`src/rtl/sample_gain_ramp.sv`:
```
// sample_gain_ramp: pull-driven gain stage between the DDS sample source and
// the I2S transmitter. Each transmitter request is forwarded to the DDS. Each
// returned sample is scaled by a gain that moves linearly toward the target,
// one step per sample. The scaled sample is driven on both L and R.
//
// state  | meaning
// -------+-------------------------------------------------------------
// S_HOLD | cur_gain equals the effective target, ramping=0
// S_UP   | cur_gain below the effective target, gain rises per sample
// S_DOWN | cur_gain above the effective target, gain falls per sample
module sample_gain_ramp #(
  parameter int DW     = 24,
  parameter int GW     = 16,
  parameter int STEP_W = 8
) (
  input  logic              clk,
  input  logic              rst,
  input  logic [GW-1:0]     target_gain,
  input  logic [STEP_W-1:0] step,
  input  logic              mute,
  input  logic              snk_rd_en,
  output logic              snk_valid,
  output logic [DW-1:0]     l_sample,
  output logic [DW-1:0]     r_sample,
  output logic              src_ce,
  input  logic              src_valid,
  input  logic [DW-1:0]     src_sample,
  output logic              ramping,
  output logic              overrun
);

  localparam int PW = DW + GW + 1;

  // Half an LSB of the output, added before the shift so rounding is half up.
  localparam logic signed [PW-1:0] RND_K =
    {{(PW-GW+1){1'b0}}, 1'b1, {(GW-2){1'b0}}};
  localparam logic signed [PW-1:0] MAX_V =
    {{(PW-DW+1){1'b0}}, {(DW-1){1'b1}}};
  localparam logic signed [PW-1:0] MIN_V =
    {{(PW-DW+1){1'b1}}, {(DW-1){1'b0}}};

  typedef enum logic [1:0] {
    S_HOLD = 2'd0,
    S_UP   = 2'd1,
    S_DOWN = 2'd2
  } state_t;

  state_t state_q, state_d;

  logic              outstanding_q, outstanding_d;
  logic              overrun_q, overrun_d;
  logic              src_ce_q, src_ce_d;
  logic              accept;

  logic [GW-1:0]     cur_gain_q, cur_gain_d;
  logic [GW-1:0]     t_gain;
  logic [GW:0]       sum_up;
  logic [GW-1:0]     diff_dn;
  logic [GW-1:0]     step_ext;

  logic signed [PW-1:0] prod_q, prod_d;
  logic              vld1_q, vld1_d;
  logic signed [PW-1:0] rnd;
  logic signed [PW-1:0] shf;
  logic [DW-1:0]     sat;
  logic [DW-1:0]     sample_q, sample_d;
  logic              snk_valid_q, snk_valid_d;

  assign t_gain   = mute ? '0 : target_gain;
  assign step_ext = {{(GW-STEP_W){1'b0}}, step};

  // Request handshake. A response arriving in the same cycle frees the slot,
  // so a simultaneous new request is accepted rather than flagged.
  always_comb begin
    accept        = snk_rd_en && (!outstanding_q || src_valid);
    src_ce_d      = accept;
    overrun_d     = overrun_q || (snk_rd_en && !accept);
    outstanding_d = outstanding_q;
    if (src_valid) outstanding_d = 1'b0;
    if (accept)    outstanding_d = 1'b1;
  end

  // Request-path registers.
  always_ff @(posedge clk or negedge rst) begin
    if (!rst) begin
      outstanding_q <= 1'b0;
      overrun_q     <= 1'b0;
      src_ce_q      <= 1'b0;
    end else begin
      outstanding_q <= outstanding_d;
      overrun_q     <= overrun_d;
      src_ce_q      <= src_ce_d;
    end
  end

  // Next gain. Compared against the live target every cycle so that a target
  // or mute change redirects the ramp immediately; it moves only on samples.
  always_comb begin
    cur_gain_d = cur_gain_q;
    sum_up     = {1'b0, cur_gain_q} + {1'b0, step_ext};
    diff_dn    = cur_gain_q - t_gain;
    if (src_valid) begin
      if (cur_gain_q < t_gain) begin
        cur_gain_d = (sum_up > {1'b0, t_gain}) ? t_gain : sum_up[GW-1:0];
      end else if (cur_gain_q > t_gain) begin
        cur_gain_d = (diff_dn <= step_ext) ? t_gain : (cur_gain_q - step_ext);
      end
    end
    if (cur_gain_d < t_gain)      state_d = S_UP;
    else if (cur_gain_d > t_gain) state_d = S_DOWN;
    else                          state_d = S_HOLD;
  end

  // Gain ramp FSM and gain register.
  always_ff @(posedge clk or negedge rst) begin
    if (!rst) begin
      state_q    <= S_HOLD;
      cur_gain_q <= '0;
    end else begin
      state_q    <= state_d;
      cur_gain_q <= cur_gain_d;
    end
  end

  // Stage 1: signed product, using the gain from before this sample's update.
  always_comb begin
    vld1_d = src_valid;
    prod_d = prod_q;
    if (src_valid) begin
      prod_d = $signed({{(GW+1){src_sample[DW-1]}}, src_sample}) *
               $signed({{(DW+1){1'b0}}, cur_gain_q});
    end
  end

  // Stage 2: round half up, shift down to sample scale, saturate.
  always_comb begin
    rnd = prod_q + RND_K;
    shf = rnd >>> (GW-1);
    if (shf > MAX_V)      sat = MAX_V[DW-1:0];
    else if (shf < MIN_V) sat = MIN_V[DW-1:0];
    else                  sat = shf[DW-1:0];
    sample_d    = vld1_q ? sat : sample_q;
    snk_valid_d = vld1_q;
  end

  // Datapath pipeline registers; reset drops any sample in flight.
  always_ff @(posedge clk or negedge rst) begin
    if (!rst) begin
      prod_q      <= '0;
      vld1_q      <= 1'b0;
      sample_q    <= '0;
      snk_valid_q <= 1'b0;
    end else begin
      prod_q      <= prod_d;
      vld1_q      <= vld1_d;
      sample_q    <= sample_d;
      snk_valid_q <= snk_valid_d;
    end
  end

  assign src_ce    = src_ce_q;
  assign overrun   = overrun_q;
  assign snk_valid = snk_valid_q;
  assign l_sample  = sample_q;
  assign r_sample  = sample_q;
  assign ramping   = (state_q != S_HOLD);

endmodule

```
`config.mk`:
```
export PLATFORM = sky130hd
export DESIGN_NAME = sample_gain_ramp
export DESIGN_NICKNAME = d
export VERILOG_FILES = /design/src/rtl/sample_gain_ramp.sv
export SDC_FILE = /design/constraint.sdc
export NUM_CORES = 1
export LEC_CHECK = 0
export CORE_MARGIN = 5
export CORE_UTILIZATION = 55
export CTS_CLUSTER_SIZE = 20
export DETAILED_ROUTE_END_ITERATION = 6
export GPL_TIMING_DRIVEN = 0
export PLACE_DENSITY_LB_ADDON = 0.3
export SLEW_MARGIN = 20
export SYNTH_ARGS = -nofsm -noshare
export SYNTH_HDL_FRONTEND = slang
export SYNTH_SLANG_ARGS = --single-unit
```
`constraint.sdc`:
```
create_clock -name clk -period 9.5 [get_ports clk]
set_input_delay 1.425 -clock clk [delete_from_list [all_inputs] [get_ports clk]]
set_output_delay 1.425 -clock clk [all_outputs]
set_load 0.02 [all_outputs]
```
==> reports/results.tsv <==
metric	value	unit
status	finished clean	
top cells by area, synth	fa_1, ha_1, inv_1	
CP Buf/Inv Count	4	
Synth top cells by count	inv_1, fa_1, nand2_1	
IO Port Bufs	104	
Critical Path End Type	flip-flop	
Synth Flop Type	dfrtp_1	
initial DRC count	1233	
sequential fraction of the synthesis area	0.0914	
Die H	202	microns
first-pass GRT wire length	89900	microns
initial antenna violation count	1	
clk_skew	19.8	ps
most common cell in the netlist	inv_1	
syn_nets	2930	
CP endpoint	state_q[1]$_DFF_PN0_	
final WL	55000	microns
FF-to-FF setup slack	1160	ps
max-slew violations	0	
final setup fails	0	
worst setup path start	mute	
Post-synth EDFFs	0	
Syn Inst Count	2327	
origin of the critical flop-to-flop path	cur_gain_q[8]$_DFF_PN0_	
Worst Path Arrival	9080	ps
R2R depth	25	
CP Data Required Time	9710	ps
synthesized flop and latch total	74	
fmax	113	MHz
Post-Synthesis Cell Area	20300	sq um
unrepaired setup endpoints after global routing	false	
full die area	40800	sq um
Synth Area per Inst	8.71	sq um
clock slew at reported path FFs	70	ps
Clock Sinks	74	
Setup Fix Bufs, Post-CTS	0	
CTS Hold Bufs	0	
CP max FO	10	
Initial Util	0.555	
CP Launch Type	input pin	
GR Overflow Total	0	
CTS Buf Count	9	
via count	16300	
number of global-route vias before repair	17400	
Resized cells post-CTS	0	
top cell type's share of synthesized area	0.373	
Syn-to-layout area delta	9.64	%
CTS H-Tree Depth	3	
Row Count	70	
total number of yosys warnings	0	
router iterations before antenna repair	5	
GPL Wtd Cong	0.986	
share of cells above drive strength 1	0.0413	
GRT Util Overall	0.276	
Clk Latency, worst-skew pair	360	ps
Worst-Margin Slew	1090	ps
CP Depth	29	
DP Wirelength	45900	microns
Final nets	3046	
type of the most critical hold path	reg -> reg	
fin crit share	0.934	
CTS tree	yes	
final-layout fill cell count	3161	
reg-to-reg endpoint	prod_q[40]$_DFFE_PN0P_	
top cell type by total area after synthesis	fa_1	
CP delay by family, top	compound AO/OA/AOI/OAI gates	
largest net degree at the start of global routing	41	
Post-Route Utilization	0.608	
# Max-Cap Violations	0	
Fin. Hold Viols	0	
remaining antenna violation count after routing	0	
critical path type	in -> reg	
Rel. slew slack	0.270	
crit path max-delay cell type	nor4_4	
Vias/cell	5.60	
drt wl/cell	18.9	microns
Die Span X	202	microns
Final Critical Period	8870	ps
I/O Pins	105	
Core ar.	36500	sq um
CTS Buffer Depth	2	
Netlist cell types	73	
Final TNS setup	0	ps
final hold slack	490	ps
CTS root buffer	clkbuf_16	
ys async rst share	1.00	
DR DRC count	0	
CP max stage delay	900	ps
placed cells by master (no fill, tap or decap), types with 4 or more instances in the layout:
| cell type | instances |
|---|---|
| a211oi_1 | 12 |
| a21o_1 | 26 |
| a21oi_1 | 62 |
| a221oi_1 | 8 |
| and2_1 | 118 |
| and3_1 | 11 |
| and4_1 | 4 |
| buf_1 | 7 |
| buf_4 | 26 |
| clkbuf_1 | 77 |
| clkbuf_16 | 9 |
| clkdlybuf4s50_1 | 103 |
| dfrtp_1 | 74 |
| fa_1 | 378 |
| ha_1 | 172 |
| inv_1 | 517 |
| mux2_2 | 34 |
| mux2i_1 | 12 |
| nand2_1 | 312 |
| nand2b_1 | 21 |
| nand3_1 | 29 |
| nand4_1 | 20 |
| nor2_1 | 91 |
| nor2b_1 | 17 |
| nor3_1 | 18 |
| nor4_1 | 4 |
| o211ai_1 | 5 |
| o21a_1 | 19 |
| o21ai_0 | 54 |
| o221ai_1 | 4 |
| o22ai_1 | 30 |
| o31a_1 | 6 |
| o31ai_1 | 6 |
| or2_2 | 4 |
| or3_1 | 8 |
| xnor2_1 | 67 |
| xor2_1 | 20 |
area by class of cell:
class                           count  area (sq um)  share of cell area
Inverter                          517          1940              0.0873
Tap cell                          468           586              0.0264
Antenna cell                        1          2.50            0.000113
Buffer                            115           552              0.0248
Multi-Input combinational cell   1621         15900               0.717
Clock buffer                        9           225              0.0101
Timing Repair Buffer              105          1070              0.0480
Sequential cell                    74          1850              0.0833
Clock inverter                      7          75.1             0.00338
through the flow:
stage	area, sq um	worst slack (ps)	std cells
floorplan	20300	2000	2327
global placement	21900	423	2899
detailed placement	21900	402	2900
CTS	22200	744	2916
global route	22200	212	2916
finish	22200	628	2917
worst min path at each step:
stage                                     start                  end  slack, ps  cells after the start
after global routing          overrun$_DFF_PN0_    overrun$_DFF_PN0_        510                      1
after CTS                     overrun$_DFF_PN0_    overrun$_DFF_PN0_        500                      1
after detailed placement      overrun$_DFF_PN0_    overrun$_DFF_PN0_        480                      1
after floorplan           snk_valid_d$_DFF_PN0_  snk_valid$_DFF_PN0_        410                      0
final                         overrun$_DFF_PN0_    overrun$_DFF_PN0_        490                      1
after global placement        overrun$_DFF_PN0_    overrun$_DFF_PN0_        460                      1
logic make-up (layout without fill, tap and decap cells):
| logic type | Yosys count | after routing | synth area share |
|---|---|---|---|
| adder cells (fa/ha/maj) | 550 | 550 | 0.480 |
| XOR/XNOR | 87 | 87 | 0.0376 |
| buffers and inverters | 632 | 753 | 0.123 |
| multiplexers | 46 | 46 | 0.0248 |
| other | 0 | 1 | 0 |
| flip-flops | 74 | 74 | 0.0914 |
| AO/OA/AOI/OAI | 270 | 270 | 0.0877 |
| AND/OR/NAND/NOR | 668 | 668 | 0.156 |
per-layer routing:
| metal | global-route usage | routed length, microns |
|---|---|---|
| met3 | 0.0347 | 3840 |
| met1 | 0.365 | 22200 |
| met4 | 0.0977 | 2120 |
| met5 | 0 | 13 |
| met2 | 0.471 | 26800 |
state kept, by name, summed over array words and instances (netlist names):
| name | count |
|---|---|
| src_ce | 1 |
| prod_q | 27 |
| snk_valid_d | 1 |
| l_sample | 24 |
| overrun | 1 |
| outstanding_q | 1 |
| snk_valid | 1 |
| cur_gain_q | 16 |
| state_q | 2 |
Power is not shown: default switching activity piles up to over one toggle a cycle in this logic, so the estimate is an artifact.
